[config.mk]
export PLATFORM = sky130hd
export DESIGN_NAME = exec_muldiv
export DESIGN_NICKNAME = d
export VERILOG_FILES = /design/src/rtl/exec_muldiv.sv
export SDC_FILE = /design/constraint.sdc
export NUM_CORES = 2
export LEC_CHECK = 0
export CORE_ASPECT_RATIO = 1.5
export CORE_MARGIN = 4
export CORE_UTILIZATION = 28
export DETAILED_ROUTE_END_ITERATION = 12
export PLACE_DENSITY_LB_ADDON = 0.2
export SLEW_MARGIN = 20
export SYNTH_ARGS = -nofsm -noshare
export SYNTH_HDL_FRONTEND = slang
export SYNTH_SLANG_ARGS = --single-unit
[constraint.sdc]
create_clock -name clk -period 9.1 [get_ports clk]
set_clock_uncertainty 0.2 [all_clocks]
set_input_delay 1.82 -clock clk [delete_from_list [all_inputs] [get_ports clk]]
set_output_delay 1.82 -clock clk [all_outputs]
set_load 0.05 [all_outputs]
[src/rtl/exec_muldiv.sv]
// ============================================================================
// exec_muldiv : multi-cycle multiply / restoring divide execution unit
// Signed operation is enabled by defining EXEC_MULDIV_SIGNED_EN.
// Revision: 1.0
// ============================================================================
`default_nettype none

module exec_muldiv #(
    parameter int WIDTH       = 32,
    parameter int MUL_LATENCY = 2
) (
    input  logic             clk,
    input  logic             rstn,
    input  logic             enable,
    input  logic [1:0]       op,
    input  logic             sgn,
    input  logic [WIDTH-1:0] a,
    input  logic [WIDTH-1:0] b,
    input  logic [4:0]       rd_in,
    input  logic             flush,
    output logic             busy,
    output logic             done,
    output logic [WIDTH-1:0] data,
    output logic [4:0]       rd_out
);

    localparam int CW = $clog2(WIDTH + 1);
    localparam logic [CW-1:0] C_MUL_LAST = CW'(MUL_LATENCY - 1);
    localparam logic [CW-1:0] C_DIV_LAST = CW'(WIDTH);

`ifdef EXEC_MULDIV_SIGNED_EN
    localparam logic C_SIGNED_EN = 1'b1;
`else
    localparam logic C_SIGNED_EN = 1'b0;
`endif

    typedef enum logic [1:0] {
        IDLE    = 2'd0,
        MUL     = 2'd1,
        DIV_RUN = 2'd2,
        FIN     = 2'd3
    } state_t;

    state_t           r_state;
    state_t           w_next;
    logic             r_op_lo;
    logic             r_sgn;
    logic [WIDTH-1:0] r_a;
    logic [WIDTH-1:0] r_b;
    logic [4:0]       r_rd;
    logic [CW-1:0]    r_cnt;
    logic [WIDTH-1:0] r_rem;
    logic [WIDTH-1:0] r_quo;
    logic [WIDTH-1:0] r_dvs;

    logic               w_signed;
    logic [2*WIDTH-1:0] w_a_ext;
    logic [2*WIDTH-1:0] w_b_ext;
    logic [2*WIDTH-1:0] w_prod;
    logic [WIDTH-1:0]   w_mul_res;
    logic [WIDTH-1:0]   w_mag_a;
    logic [WIDTH-1:0]   w_mag_b;
    logic               w_div_zero;
    logic               w_ovf;
    logic               w_fast;
    logic [WIDTH-1:0]   w_fast_res;
    logic [WIDTH:0]     w_rem_shift;
    logic [WIDTH:0]     w_diff;
    logic               w_ge;
    logic [WIDTH-1:0]   w_rem_nxt;
    logic [WIDTH-1:0]   w_quo_nxt;
    logic               w_neg_q;
    logic               w_neg_r;
    logic [WIDTH-1:0]   w_div_res;

    assign w_signed = r_sgn & C_SIGNED_EN;

    // Sign-extending to 2*WIDTH makes one multiplier serve signed and unsigned
    assign w_a_ext   = {{WIDTH{w_signed & r_a[WIDTH-1]}}, r_a};
    assign w_b_ext   = {{WIDTH{w_signed & r_b[WIDTH-1]}}, r_b};
    assign w_prod    = w_a_ext * w_b_ext;
    assign w_mul_res = r_op_lo ? w_prod[2*WIDTH-1:WIDTH] : w_prod[WIDTH-1:0];

    assign w_mag_a = (w_signed & r_a[WIDTH-1]) ? (~r_a + 1'b1) : r_a;
    assign w_mag_b = (w_signed & r_b[WIDTH-1]) ? (~r_b + 1'b1) : r_b;

    assign w_div_zero = (r_b == '0);
    assign w_ovf      = w_signed && (r_a == {1'b1, {(WIDTH-1){1'b0}}}) && (r_b == '1);
    assign w_fast     = w_div_zero | w_ovf;
    always_comb begin
        w_fast_res = '0;
        if (w_div_zero) w_fast_res = r_op_lo ? r_a : '1;
        else            w_fast_res = r_op_lo ? '0  : r_a;
    end

    // One restoring step: shift the next dividend bit in, subtract if it fits
    assign w_rem_shift = {r_rem, r_quo[WIDTH-1]};
    assign w_diff      = w_rem_shift - {1'b0, r_dvs};
    assign w_ge        = ~w_diff[WIDTH];
    assign w_rem_nxt   = w_ge ? w_diff[WIDTH-1:0] : w_rem_shift[WIDTH-1:0];
    assign w_quo_nxt   = {r_quo[WIDTH-2:0], w_ge};

    assign w_neg_q   = w_signed & (r_a[WIDTH-1] ^ r_b[WIDTH-1]);
    assign w_neg_r   = w_signed & r_a[WIDTH-1];
    assign w_div_res = r_op_lo ? (w_neg_r ? (~w_rem_nxt + 1'b1) : w_rem_nxt)
                               : (w_neg_q ? (~w_quo_nxt + 1'b1) : w_quo_nxt);

    always_ff @(posedge clk or negedge rstn) begin
        if (!rstn) r_state <= IDLE;
        else       r_state <= w_next;
    end

    always_comb begin
        w_next = r_state;
        case (r_state)
            IDLE:    if (enable) w_next = op[1] ? DIV_RUN : MUL;
            MUL:     if (r_cnt == C_MUL_LAST) w_next = FIN;
            DIV_RUN: if ((r_cnt == '0 && w_fast) || r_cnt == C_DIV_LAST) w_next = FIN;
            FIN:     w_next = IDLE;
            default: w_next = IDLE;
        endcase
        if (flush) w_next = IDLE;
    end

    always_ff @(posedge clk or negedge rstn) begin
        if (!rstn) begin
            r_op_lo <= 1'b0;
            r_sgn   <= 1'b0;
            r_a     <= '0;
            r_b     <= '0;
            r_rd    <= '0;
            r_cnt   <= '0;
            r_rem   <= '0;
            r_quo   <= '0;
            r_dvs   <= '0;
            data    <= '0;
            rd_out  <= '0;
        end else begin
            case (r_state)
                IDLE: begin
                    r_cnt <= '0;
                    if (enable && !flush) begin
                        r_op_lo <= op[0];
                        r_sgn   <= sgn;
                        r_a     <= a;
                        r_b     <= b;
                        r_rd    <= rd_in;
                    end
                end
                MUL: begin
                    r_cnt <= r_cnt + 1'b1;
                    if (r_cnt == C_MUL_LAST && !flush) begin
                        data   <= w_mul_res;
                        rd_out <= r_rd;
                    end
                end
                DIV_RUN: begin
                    r_cnt <= r_cnt + 1'b1;
                    if (r_cnt == '0) begin
                        r_rem <= '0;
                        r_quo <= w_mag_a;
                        r_dvs <= w_mag_b;
                        if (w_fast && !flush) begin
                            data   <= w_fast_res;
                            rd_out <= r_rd;
                        end
                    end else begin
                        r_rem <= w_rem_nxt;
                        r_quo <= w_quo_nxt;
                        if (r_cnt == C_DIV_LAST && !flush) begin
                            data   <= w_div_res;
                            rd_out <= r_rd;
                        end
                    end
                end
                default: r_cnt <= '0;
            endcase
            if (flush) r_cnt <= '0;
        end
    end

    assign busy = (r_state != IDLE);
    assign done = (r_state == FIN);

endmodule

`default_nettype wire

==> flow_summary_export.csv <==
group,metric,value,unit
synthesis,synth_top_cell_by_area,"fa_1",
cells_and_area,nFillCells,17020,
critical_path,required,9.41,ns
critical_path,critPathKind,"flip-flop to flip-flop",
synthesis,yosysSeqAreaShare,11.69,%
cts,cts-root-buf,"clkbuf_16",
critical_path,endpoint_kind,"flip-flop",
route,totalWireLength,149000,um
synthesis,synth_edf_count,0,
route,drt_iter0_markers,1682,
hold_path,worstHoldPathType,"flip-flop to flip-flop",
cts,cts_buffers,28,
cells_and_area,nets,6267,
floorplanning,die_w,336.0,um
cts,cts_sinks,211,
grt,met1_usage,21.67,%
grt,antenna_found_initial,8,
cts,cts_setup_buffers,0,
cts,cts_buffer_depth,3,
route,wl_per_cell,20.96,um
synthesis,ys_warn_count,0,
route,drc,0,
cts,cts_tree,"yes",
synthesis,synth_top_area_share,39.75,%
critical_path,critPathLaunchType,"flip-flop",
cts,htree_levels,1,
run,maxCapViolCount,0,
route,final_antenna_net_count,0,
floorplanning,start_util,28.17,%
timing,timing.final.crit_period,8.778,ns
synthesis,synth_common_cells,"963 x inv_1, 897 x fa_1, 624 x nand2_1, 576 x and2_1, 307 x clkbuf_1",
placement,place_congestion,0.8851,
timing,slew_headroom,20.34,%
cts,ctsResizeCount,0,
synthesis,syn-num-nets,6265,
critical_path,critPathMaxFanout,21,
timing,fmax,113.9,MHz
synthesis,ys_types,77,
cts,holdBufCountCts,0,
grt,met2_usage,34.66,%
floorplanning,die_h,499.9,um
grt,grtUsageTotal,18.15,%
timing,fin_crit_sh,96.46,%
grt,grt_pass1_wl,233500,um
cts,worstSkewPairLatency,0.65,ns
floorplanning,die_area,168000,um2
grt,met3_usage,1.540,%
synthesis,synthCells,4990,
cells_and_area,syn2layout_area_growth,11.35,%
run_status,status,"finished clean",
synthesis,yosys-top-cells-area,"fa_1 40%, dfrtp_1 12%, ha_1 8.4%, inv_1 8.0%, and2_1 8.0%",
placement,port_buffers,113,
timing,slew_viol_final,0,
route,vias,33980,
critical_path,critical_path_arrival,9.09,ns
cts,clkTransAtPathRegs,0.06,ns
timing,worstMarginPinSlew,1.180,ns
timing,hold_viol_final,0,
synthesis,synthMostInstantiatedCell,"inv_1",
synthesis,synth_ff_type,"dfrtp_1",
grt,gr-total-overflow,0,
timing,tns,0,ns
grt,grt_max_degree,87,
timing,rsz0062_at_grt,"false",
placement,hpwlAfterDp,122400,um
synthesis,syn_area_per_cell,9.053,um2
route,firstDrtPassIters,5,
synthesis,synthArstFlopShare,100.0,%
timing,setup_viol,0,
synthesis,ys_ff_latch,211,
grt,grt_pass1_vias,37990,
synthesis,syn_area,45170,um2
grt,gr-max-usage-layer,"met2",
route,viasPerCell,4.779,
floorplanning,coreArea,160400,um2
floorplanning,num_io_pins,115,
floorplanning,rows,180,
cells_and_area,drive_above_1_share,6.741,%
[area by class of cell]
type	count	area, um2	share of cell area [%]
Antenna cell	3	7.507	0.01493
Clock buffer	36	800.8	1.592
Clock inverter	16	150.1	0.2985
Inverter	963	3615	7.187
Multi-Input combinational cell	3491	35080	69.75
Sequential cell	211	5281	10.50
Tap cell	2093	2619	5.206
Timing Repair Buffer	297	2743	5.453
[cell families after synthesis]
family | after synthesis | share of synthesized area [%]
AO/OA/AOI/OAI | 591 | 8.432
XOR/XNOR | 84 | 1.629
adder cells (fa/ha/maj) | 1199 | 48.12
buffers and inverters | 1288 | 10.75
flip-flops | 211 | 11.69
multiplexers | 136 | 3.216
AND/OR/NAND/NOR | 1481 | 16.17
[per-layer routing]
metal  wire length [um]  share of wire [%]  vias to the layer above
li1                   -                  -                    15240
met1              59160                 40                    17950
met2              80230                 54                      603
met3               5265                3.5                      188
met4               4325                2.9                        2
met5                 13             0.0087                        -
[per-stage QoR]
stage	instance area [um2]	instances	setup WS, ns	utilization [%]	hold WS [ns]
after global routing	50290	7107	0.04778	31.36	0.2662
after global placement	49340	7055	0.3153	30.77	0.2410
after floorplan	45170	4990	1.496	-	0.2331
after CTS	50290	7107	0.2560	31.36	0.2669
final	50300	7110	0.3224	31.37	0.2605
after detailed placement	49340	7055	0.3309	30.77	0.2519
[critical path, cell delays in order (launching register included)]
cell	delay (ns)
dfrtp_1	0.97
buf_4	0.26
buf_4	0.22
and2_1	0.18
fa_1	0.42
inv_1	0.08
fa_1	0.43
fa_1	0.50
fa_1	0.55
inv_1	0.04
ha_1	0.26
ha_1	0.28
fa_1	0.52
fa_1	0.45
ha_1	0.47
nand4_1	0.21
nor2_1	0.24
nand4_1	0.17
a21oi_1	0.25
o221ai_2	0.27
o41ai_4	0.53
a41oi_2	0.22
xnor2_1	0.43
buf_4	0.19
o221ai_1	0.17
o21a_1	0.16
[cell usage in the layout (no fill, tap or decap), types with 63 or more instances in the layout]
master             n
a21oi_1          174
and2_1           576
buf_4            166
clkdlybuf4s50_1  112
dfrtp_1          210
fa_1             897
ha_1             301
inv_1            963
mux2_2            73
mux2i_1           63
nand2_1          624
nor2_1           143
o21ai_0          133
[sequential cells by signal, indices dropped and copies added (netlist names), 6 cells and up]
| register | cells |
|---|---|
| r_b | 32 |
| r_quo | 32 |
| r_rem | 32 |
| r_dvs | 32 |
| r_a | 32 |
| r_cnt | 6 |
| data | 32 |
[worst paths after layout]
path / from / to / depth (start not counted) / slack, ns
setup / recovery: r_b[3] / data[21] / 25 / 0.32
hold / removal: r_rd[4] / rd_out[4] / 2 / 0.26
setup reg to reg: r_b[3] / data[21] / 25 / 0.32
hold reg to reg: r_rd[4] / rd_out[4] / 2 / 0.26
max in group asynchronous: rstn / r_a[21] / 2 / 6.11
min in group asynchronous: rstn / r_dvs[4] / 1 / 1.01
Power is left out: the tool's default activity adds up to more than one toggle a clock period on the data nets, which glitch-free logic cannot reach.
